==> src/rtl/mult_sched_pkg.sv <==
// ---------------------------------------------------------------------------
// mult_sched_pkg
// Shared constants and elaboration-time helpers for the multiplier scheduler:
//   bit_width()    - number of bits needed to represent a non-negative value
//   mult_latency() - pipeline depth of the shared multiplier for given widths
//   id_width()     - width of a requester index, never below one bit
//   MULT_LAT_10X10 - latency of the default 10x10 configuration (4)
// ---------------------------------------------------------------------------
package mult_sched_pkg;

    function automatic int bit_width(input int v);
        int w;
        w = 0;
        for (int i = 0; i < 31; i++) begin
            if ((v >> i) != 0) begin
                w = i + 1;
            end
        end
        return w;
    endfunction

    function automatic int mult_latency(input int a_w, input int b_w);
        int m;
        int bw;
        m  = (a_w < b_w) ? a_w : b_w;
        bw = bit_width(m - 1);
        return (bw > 1) ? bw : 1;
    endfunction

    function automatic int id_width(input int n);
        return (n > 1) ? $clog2(n) : 1;
    endfunction

    localparam int MULT_LAT_10X10 = mult_latency(10, 10);

endpackage

==> src/rtl/mult_pipe.sv <==
// ---------------------------------------------------------------------------
// mult_pipe
// Generic stallable unsigned pipelined multiplier. The product of a_i*b_i
// appears on p_o LATENCY enabled clocks after the operands are presented.
// While stall_i is high every stage holds its contents.
// Ports:
//   clk_i       clock, rising edge
//   reset_an_i  synchronous active-low reset (clears all stages)
//   reset_i     synchronous active-high reset (clears all stages)
//   stall_i     hold all stages
//   a_i, b_i    unsigned operands
//   p_o         unsigned product, A_WIDTH+B_WIDTH bits
// ---------------------------------------------------------------------------
module mult_pipe #(
    parameter int A_WIDTH = 10,
    parameter int B_WIDTH = 10,
    parameter int LATENCY = 4
) (
    input  logic                       clk_i,
    input  logic                       reset_an_i,
    input  logic                       reset_i,
    input  logic                       stall_i,
    input  logic [A_WIDTH-1:0]         a_i,
    input  logic [B_WIDTH-1:0]         b_i,
    output logic [A_WIDTH+B_WIDTH-1:0] p_o
);

    localparam int P_W = A_WIDTH + B_WIDTH;

    logic [P_W-1:0] r_p [LATENCY];

    always_ff @(posedge clk_i) begin
        if (!reset_an_i || reset_i) begin
            for (int i = 0; i < LATENCY; i++) begin
                r_p[i] <= '0;
            end
        end else if (!stall_i) begin
            // stage 0: full product, later stages only delay it
            r_p[0] <= P_W'(a_i) * P_W'(b_i);
            for (int i = 1; i < LATENCY; i++) begin
                r_p[i] <= r_p[i-1];
            end
        end
    end

    assign p_o = r_p[LATENCY-1];

endmodule

==> src/rtl/rr_arbiter.sv <==
// ---------------------------------------------------------------------------
// rr_arbiter
// Combinational round-robin pick: returns a one-hot grant for the first
// asserted request found when searching upward from ptr_i and wrapping.
// Ports:
//   req_i  request vector
//   ptr_i  index with highest priority this cycle
//   gnt_o  one-hot grant, zero when no request is asserted
// ---------------------------------------------------------------------------
module rr_arbiter #(
    parameter int N     = 4,
    parameter int PTR_W = 2
) (
    input  logic [N-1:0]     req_i,
    input  logic [PTR_W-1:0] ptr_i,
    output logic [N-1:0]     gnt_o
);

    logic w_found;

    always_comb begin
        gnt_o   = '0;
        w_found = 1'b0;
        // indices at or above the pointer first, then wrap to the bottom
        for (int j = 0; j < N; j++) begin
            if (!w_found && (j >= int'(ptr_i)) && req_i[j]) begin
                gnt_o[j] = 1'b1;
                w_found  = 1'b1;
            end
        end
        for (int j = 0; j < N; j++) begin
            if (!w_found && (j < int'(ptr_i)) && req_i[j]) begin
                gnt_o[j] = 1'b1;
                w_found  = 1'b1;
            end
        end
    end

endmodule

==> src/rtl/mult_sched.sv <==
// ---------------------------------------------------------------------------
// mult_sched
// Shares one pipelined multiplier among NUM_REQ requesters. A round-robin
// arbiter picks one valid requester per cycle; its operands enter the
// multiplier while a tag pipeline (valid + requester id) travels alongside.
// A stalled output freezes the whole pipeline and blocks new grants.
// Optional feature: define MULT_SCHED_PRIO_EN to add prio_i; requesters
// with prio_i set are arbitrated first, others only when none of them is
// valid.
// Ports:
//   clk_i        clock, rising edge
//   reset_an_i   synchronous active-low reset
//   req_valid_i  per-requester operand valid
//   req_ready_o  per-requester accept, one-hot or zero
//   req_a_i      packed A operands, requester k at slice k
//   req_b_i      packed B operands, requester k at slice k
//   prio_i       (MULT_SCHED_PRIO_EN only) per-requester priority
//   res_valid_o  product valid
//   res_ready_i  downstream accepts product
//   res_id_o     requester index of product (0 when not valid)
//   res_p_o      unsigned product (0 when not valid)
//   busy_o       an accepted operation has not yet been delivered
// ---------------------------------------------------------------------------
module mult_sched
    import mult_sched_pkg::*;
#(
    parameter int NUM_REQ = 4,
    parameter int A_WIDTH = 10,
    parameter int B_WIDTH = 10,
    localparam int ID_W   = id_width(NUM_REQ),
    localparam int P_W    = A_WIDTH + B_WIDTH
) (
    input  logic                       clk_i,
    input  logic                       reset_an_i,
    input  logic [NUM_REQ-1:0]         req_valid_i,
    output logic [NUM_REQ-1:0]         req_ready_o,
    input  logic [NUM_REQ*A_WIDTH-1:0] req_a_i,
    input  logic [NUM_REQ*B_WIDTH-1:0] req_b_i,
`ifdef MULT_SCHED_PRIO_EN
    input  logic [NUM_REQ-1:0]         prio_i,
`endif
    output logic                       res_valid_o,
    input  logic                       res_ready_i,
    output logic [ID_W-1:0]            res_id_o,
    output logic [P_W-1:0]             res_p_o,
    output logic                       busy_o
);

    localparam int LAT = mult_latency(A_WIDTH, B_WIDTH);

    logic               w_stall;
    logic               w_accept;
    logic [NUM_REQ-1:0] w_arb_req;
    logic [NUM_REQ-1:0] w_gnt;
    logic [ID_W-1:0]    w_gnt_idx;
    logic [ID_W-1:0]    w_ptr_next;
    logic [A_WIDTH-1:0] w_a;
    logic [B_WIDTH-1:0] w_b;
    logic [P_W-1:0]     w_prod;
    logic [ID_W-1:0]    r_ptr;
    logic               r_vld_pipe [LAT];
    logic [ID_W-1:0]    r_id_pipe  [LAT];

`ifdef MULT_SCHED_PRIO_EN
    logic [NUM_REQ-1:0] w_prio_req;
    assign w_prio_req = req_valid_i & prio_i;
    assign w_arb_req  = (|w_prio_req) ? w_prio_req : req_valid_i;
`else
    assign w_arb_req  = req_valid_i;
`endif

    rr_arbiter #(
        .N     (NUM_REQ),
        .PTR_W (ID_W)
    ) u_arb (
        .req_i (w_arb_req),
        .ptr_i (r_ptr),
        .gnt_o (w_gnt)
    );

    assign w_stall     = res_valid_o & ~res_ready_i;
    // no grant while the output is blocked or reset is asserted
    assign req_ready_o = w_gnt & {NUM_REQ{reset_an_i & ~w_stall}};
    assign w_accept    = |(req_valid_i & req_ready_o);

    always_comb begin
        w_gnt_idx = '0;
        w_a       = '0;
        w_b       = '0;
        for (int k = 0; k < NUM_REQ; k++) begin
            if (w_gnt[k]) begin
                w_gnt_idx = ID_W'(k);
                w_a       = req_a_i[k*A_WIDTH +: A_WIDTH];
                w_b       = req_b_i[k*B_WIDTH +: B_WIDTH];
            end
        end
    end

    // explicit wrap so non-power-of-two NUM_REQ stays in range
    assign w_ptr_next = (int'(w_gnt_idx) == NUM_REQ - 1) ? '0 : w_gnt_idx + ID_W'(1);

    mult_pipe #(
        .A_WIDTH (A_WIDTH),
        .B_WIDTH (B_WIDTH),
        .LATENCY (LAT)
    ) u_mult (
        .clk_i      (clk_i),
        .reset_an_i (1'b1),
        .reset_i    (~reset_an_i),
        .stall_i    (w_stall),
        .a_i        (w_a),
        .b_i        (w_b),
        .p_o        (w_prod)
    );

    // tag pipeline control: valids and pointer
    always_ff @(posedge clk_i) begin
        if (!reset_an_i) begin
            r_ptr <= '0;
            for (int i = 0; i < LAT; i++) begin
                r_vld_pipe[i] <= 1'b0;
            end
        end else begin
            if (w_accept) begin
                r_ptr <= w_ptr_next;
            end
            if (!w_stall) begin
                r_vld_pipe[0] <= w_accept;
                for (int i = 1; i < LAT; i++) begin
                    r_vld_pipe[i] <= r_vld_pipe[i-1];
                end
            end
        end
    end

    // tag pipeline data: ids are qualified by the valids, so no reset
    always_ff @(posedge clk_i) begin
        if (!w_stall) begin
            r_id_pipe[0] <= w_gnt_idx;
            for (int i = 1; i < LAT; i++) begin
                r_id_pipe[i] <= r_id_pipe[i-1];
            end
        end
    end

    always_comb begin
        busy_o = 1'b0;
        for (int i = 0; i < LAT; i++) begin
            busy_o = busy_o | r_vld_pipe[i];
        end
    end

    assign res_valid_o = r_vld_pipe[LAT-1];
    assign res_id_o    = res_valid_o ? r_id_pipe[LAT-1] : '0;
    assign res_p_o     = res_valid_o ? w_prod : '0;

endmodule

==> config.mk <==
export PLATFORM = sky130hd
export DESIGN_NAME = mult_sched
export DESIGN_NICKNAME = d
export VERILOG_FILES = /design/src/rtl/mult_sched_pkg.sv /design/src/rtl/mult_pipe.sv /design/src/rtl/rr_arbiter.sv /design/src/rtl/mult_sched.sv
export SDC_FILE = /design/constraint.sdc
export NUM_CORES = 1
export LEC_CHECK = 0
export CORE_ASPECT_RATIO = 1.25
export CORE_MARGIN = 1
export CORE_UTILIZATION = 45
export DETAILED_ROUTE_END_ITERATION = 6
export DONT_BUFFER_PORTS = 1
export MAX_ROUTING_LAYER = met4
export SETUP_SLACK_MARGIN = 0.15
export SLEW_MARGIN = 20
export SYNTH_ARGS = -nofsm -noshare
export SYNTH_HDL_FRONTEND = slang
export SYNTH_SLANG_ARGS = --single-unit
==> constraint.sdc <==
create_clock -name clk_i -period 10.1 [get_ports clk_i]
set_input_delay 3.03 -clock clk_i [delete_from_list [all_inputs] [get_ports clk_i]]
set_output_delay 3.03 -clock clk_i [all_outputs]
set_load 0.1 [all_outputs]
# After elaboration in Yosys (flattened, before gate mapping)
# Memory sizes are Yosys's and may differ from the RTL's.
# Cells that the tools add are included.
[totals]
register_bits = 2
mem_bits_rw = 92
in_bits = 87
out_inout_bits = 28
wordCells = 87
memories = 3
[mem_list]
columns = ["memory", "words", "word_bits", "rd", "rd_ports_with_merged_regs", "wr", "line", "rtl"]
rows = [
  ["u_mult.r_p", 4, 20, 4, 0, 4, "mult_pipe.sv:30", "logic [P_W-1:0] r_p [LATENCY];"],
  ["r_id_pipe", 4, 2, 4, 0, 4, "mult_sched.sv:62", "logic [ID_W-1:0] r_id_pipe [LAT];"],
  ["r_vld_pipe", 4, 1, 4, 0, 4, "mult_sched.sv:61", "logic r_vld_pipe [LAT];"],
]
[classes]
n_addsub = 1
mul = 1
order_cmp = 6
eq_ne = 1
mux = 38
n_bitwise = 17
n_reduce_logical = 19
[op_table]
columns = ["cell", "count"]
rows = [
  ["2-to-1 mux 20 bit", 5],
  ["2-to-1 mux 10 bit", 8],
  ["2-to-1 mux 1 bit", 21],
  ["multiplier 10 x 10 -> 20 bit", 1],
  ["logical AND 1 bit", 12],
  ["bitwise OR 1 bit", 11],
  ["bitwise AND 4 bit", 2],
  ["2-to-1 mux 2 bit", 4],
  ["zero test 1 bit", 6],
  ["greater-or-equal comparator 1 x 2 -> 1 bit (first input constant)", 2],
  ["< comparator 1 x 2 -> 1 bit (first input constant)", 2],
  ["OR reduction 4 bit", 1],
  ["adder 2 x 1 -> 2 bit (second input constant)", 1],
  ["bitwise AND 1 bit", 2],
  ["equality test 2 x 1 -> 1 bit (second input constant)", 1],
  ["greater-or-equal comparator 2 bit (first input constant)", 1],
  ["< comparator 2 bit (first input constant)", 1],
  ["inverter 1 bit", 2],
]

# Depth between registers and ports, before layout
# Gate-level depths: netlist of the first run.
[depth]
ltp_word = 30
ltp_mapped = 24
depth_no_buf = 21

# Modules after synthesis
# Synthesis of the first run repeated with hierarchy kept, for this count alone.
[hier_totals]
hier_cells = 744
hier_area_um2 = 7790.0
[by_module_without_submodules]
columns = ["mod", "n_inst", "cells_per_inst", "area_each_um2", "seq_area_each_um2"]
rows = [
  ["mult_pipe", 1, 586, 6439.9, 2402.3],
  ["mult_sched", 1, 142, 1242.4, 400.4],
  ["rr_arbiter", 1, 16, 107.6, 0.0],
]

# Least setup slack after synthesis of the first run
# No wires, ideal clock.
[synth_path]
path_kind = "input-to-output"
start = "input req_valid_i[0]"
end = "output req_ready_o[2]"
arrival_time_ns = 5.722
t_required_ns = 7.070
path_slack_ns = 1.348
stages = 4
path_buffers = 1
cell_sequence = "and2b_1 > o221a_4 > buf_2 > nor3_1"
[synth_between]
elab_chain_cells = 26
word_cells_on_any_way = 27
cone_classes = "mux: 8; bitwise: 1; reduce/logical: 18"
[synth_rtl]
columns = ["element", "line", "rtl"]
rows = [
  ["start, declared", "mult_sched.sv:35", "input logic [NUM_REQ-1:0] req_valid_i,"],
  ["logical AND 1 bit", "rr_arbiter.sv:26", "if (!w_found && (j >= int'(ptr_i)) && req_i[j]) begin"],
  ["2-to-1 mux 1 bit", "rr_arbiter.sv:26", ""],
  ["zero test 1 bit", "rr_arbiter.sv:26", ""],
  ["logical AND 1 bit (2 in series)", "rr_arbiter.sv:26", ""],
  ["2-to-1 mux 1 bit", "rr_arbiter.sv:26", ""],
  ["zero test 1 bit", "rr_arbiter.sv:26", ""],
  ["logical AND 1 bit (2 in series)", "rr_arbiter.sv:26", ""],
  ["2-to-1 mux 1 bit", "rr_arbiter.sv:26", ""],
  ["[... 6 more ...]", "-", ""],
  ["2-to-1 mux 1 bit", "rr_arbiter.sv:32", "if (!w_found && (j < int'(ptr_i)) && req_i[j]) begin"],
  ["zero test 1 bit", "rr_arbiter.sv:32", ""],
  ["logical AND 1 bit (2 in series)", "rr_arbiter.sv:32", ""],
  ["2-to-1 mux 1 bit", "rr_arbiter.sv:32", ""],
  ["zero test 1 bit", "rr_arbiter.sv:32", ""],
  ["logical AND 1 bit (2 in series)", "rr_arbiter.sv:32", ""],
  ["2-to-1 mux 1 bit *", "rr_arbiter.sv:32", ""],
  ["bitwise AND 4 bit *", "mult_sched.sv:83", "assign req_ready_o = w_gnt & {NUM_REQ{reset_an_i & ~w_stall}};"],
  ["end, declared", "mult_sched.sv:36", "output logic [NUM_REQ-1:0] req_ready_o,"],
]
# Every way passes the cells marked *; elsewhere a longest branch is shown, timed or not.

==> impl_metrics.csv, run 1 <==
group,metric,value,unit
timing,maxSlewHeadroom,0.2758,
clock_tree,cts_max_path_buffers,2,
clock_tree,htree_levels,3,
synthesis,synth_seq_cells,94,
global_routing,grt_pass1_wl,33750,um
clock_tree,cts_sinks,94,
clock_tree,insertion_delay,0.34,ns
finish,drive_gt1_frac,0.06952,
timing,skew,0.01141,ns
global_routing,track_usage,0.2436,
synthesis,synthTopCellsByCount,"edfxtp_1, and3_1, inv_1",
timing,report.final.setup_viol,0,
route,vias_per_cell,6.376,
die,core,17570,um2
route,first_pass_iters,5,
synthesis,yosysUniqueCellTypes,72,
clock_tree,cts-root-buf,"clkbuf_16",
critical_path,crit_family,"adder cells",
timing,setup_tns,0,ns
route,drtAntennaViolNets,0,
critical_path,crit_fanout,23,
die,placementRows,54,
die,die_width,122.4,um
finish,multi_input_area,4900,um2
timing,post-route-period-util,0.8849,
die,ios,115,
finish,fin_area,8610,um2
placement,hpwl,15960,um
die,dieArea,18670,um2
die,start_util,0.4642,
timing,period_needed,8.937,ns
clock_tree,cts.clk_slew.worst_paths,0.08,ns
critical_path,worst_path_largest_cell_delay,0.59,ns
synthesis,syn_area_per_cell,10.59,um2
synthesis,yosysMostFrequentCell,"edfxtp_1",
finish,regArea,2773,um2
pwr,leakage,4.048,nW
route,vias,6217,
route,drc,0,
synthesis,synth_top_area_cell,"edfxtp_1",
flow_run,maxCapViolCount,0,
critical_path,end_kind,"flop",
placement,gp_congestion,0.9028,
finish,synthToLayoutAreaGrowth,5.569,%
synthesis,ys_warn_count,0,
synthesis,syn_area,8155,um2
clock_tree,cts_buffers,9,
global_routing,overflow,0,
synthesis,synthTopCellsByArea,"edfxtp_1, fa_1, ha_1",
critical_path,crit_slowest_cell,"fa_1",
timing,maxSlewViolCount,0,
die,die_h,152.5,um
global_routing,antenna_found_initial,2,
synthesis,synth_top_area_frac,0.3277,
pwr,power_density,380.2,nW/um2
finish,fillers,1648,
route,wl_per_cell,21.88,um
synthesis,syn_inst,770,
critical_path,arrival,9.15,ns
critical_path,path_class,"input port to flop",
status,status,"finished clean",
timing,worst_pin_slew,1.085,ns
min_path,hold_class,"flop to flop",
pwr,ir_drop,0.0003906,V
clock_tree,cts_tree,"built",
placement,port_buffers,0,
timing,fmax,111.9,MHz
critical_path,worst-path-buf-inv,5,
route,drtIter0Drc,431,
critical_path,start_kind,"input port",
global_routing,grt_max_degree,82,
synthesis,seq_area_frac_synth,0.3400,
placement,place_area,8304,um2
clock_tree,postCtsSetupBuffers,0,
timing,rsz0062_at_grt,"false",
critical_path,worst_ep_required_time,10.31,ns
timing,hold_viol,0,
global_routing,grt_pass1_vias,6278,
clock_tree,postCtsHoldBufs,0,
synthesis,synthArstFlopShare,0,
synthesis,ys.flop_type,"edfxtp_1",
route,wirelength,21340,um
critical_path,path_cells,"nor2_1 > a211o_1 > nand3_1 > a221oi_2 > o22ai_1 > fa_1 > inv_1 > fa_1 > inv_1 > fa_1 > inv_1 > fa_1 > inv_1 > fa_1 > inv_1 > ha_1 > a21oi_1 > o21ai_0 > o21a_1 > or4_1 > nand3_1",
synthesis,synthesis.nets,974,
finish,nets,947,
synthesis,synth_edf_count,89,
clock_tree,ctsResizeCount,0,
[per-stage QoR]
step	worst slack, ns	utilization	instances	hold slack, ns	power, mW
after detailed placement	0.8870	0.4727	956	0.4063	2.938
after global routing	0.8989	0.4900	974	0.4235	3.633
after floorplan	1.348	-	770	0.4003	2.392
final	1.163	0.4901	975	0.4278	3.273
after CTS	1.243	0.4897	972	0.4244	3.295
after global placement	1.039	0.4727	956	0.4077	2.928
[final timing paths]
kind / start / end / cells past startpoint / slack, ns
worst max-delay path: req_valid_i[2] / u_mult.r_p[0][11]$_SDFFCE_PN0P_ / 21 / 1.16
worst min register to register: r_id_pipe[2][1]$_DFFE_PN_ / r_id_pipe[3][1]$_DFFE_PN_ / 0 / 0.43
worst min-delay path: r_id_pipe[2][1]$_DFFE_PN_ / r_id_pipe[3][1]$_DFFE_PN_ / 0 / 0.43
worst max register to register: r_ptr[0]$_SDFFE_PN0P_ / u_mult.r_p[0][11]$_SDFFCE_PN0P_ / 21 / 3.14
[sequential cells by signal, indices dropped and copies added (netlist names)]
register and flops:
r_vld_pipe 4, r_ptr 2, r_id_pipe 8, u_mult.r_p 80
[routing by layer]
metal | vias up | GRT usage | routed length (um)
met5 | - | - | 0
met4 | 0 | 0.1307 | 1005
met3 | 68 | 0.03406 | 968
met2 | 228 | 0.4021 | 11110
met1 | 3105 | 0.2829 | 8253
li1 | 2816 | - | -
[kinds of logic after synthesis]
group | share of synthesized area
flip-flops | 0.3400
XOR/XNOR | 0.01074
AO/OA/AOI/OAI | 0.2028
multiplexers | 0.004910
buffers and inverters | 0.06137
adder cells (fa/ha/maj) | 0.2366
AND/OR/NAND/NOR | 0.1436
[cell usage in the layout (no fill, tap or decap), types with 6 or more instances in the layout]
| master | netlist | layout |
|---|---|---|
| nand3_1 | 22 | 22 |
| xor2_1 | 7 | 7 |
| and2_1 | 24 | 24 |
| o22ai_1 | 13 | 13 |
| clkbuf_16 | 0 | 10 |
| ha_1 | 55 | 55 |
| o21a_1 | 6 | 6 |
| and3_1 | 78 | 78 |
| a21oi_1 | 24 | 24 |
| nor2_1 | 23 | 21 |
| nor3_1 | 7 | 6 |
| fa_1 | 62 | 62 |
| o21ai_0 | 20 | 20 |
| buf_4 | 8 | 9 |
| inv_1 | 68 | 68 |
| a21o_1 | 17 | 17 |
| nand2_1 | 35 | 34 |
| a22o_1 | 10 | 10 |
| edfxtp_1 | 89 | 89 |
| a22oi_1 | 50 | 50 |
| a221o_1 | 6 | 6 |
| nand2b_1 | 6 | 6 |
| o32ai_1 | 10 | 10 |
[power by group]
part           total [mW]  switching (mW)  leakage [nW]  internal, mW
clock               0.330           0.156         0.143         0.175
combinational        2.37            1.42          2.80         0.952
sequential          0.572          0.0193          1.10         0.552
[cell type report]
type                       count  share of cell area
sequential                    94              0.3220
antenna                        3           0.0008720
clock inverter                 7            0.008429
clock buffer                   9             0.02616
inverter                      69             0.03008
timing repair buffer          10             0.01075
tap                          224             0.03255
multi-input combinational    559              0.5691
Note: power is estimated with default switching activity, not from simulation.
==> run 2, diff against run 1 <==
Settings changed: ABC_AREA set to 0, HOLD_SLACK_MARGIN set to 0.06, SETUP_SLACK_MARGIN 0.15 to 0.5.
==> results of run 2 <==
Same layout as run 1: the final DEF is identical, and so are final timing and power.
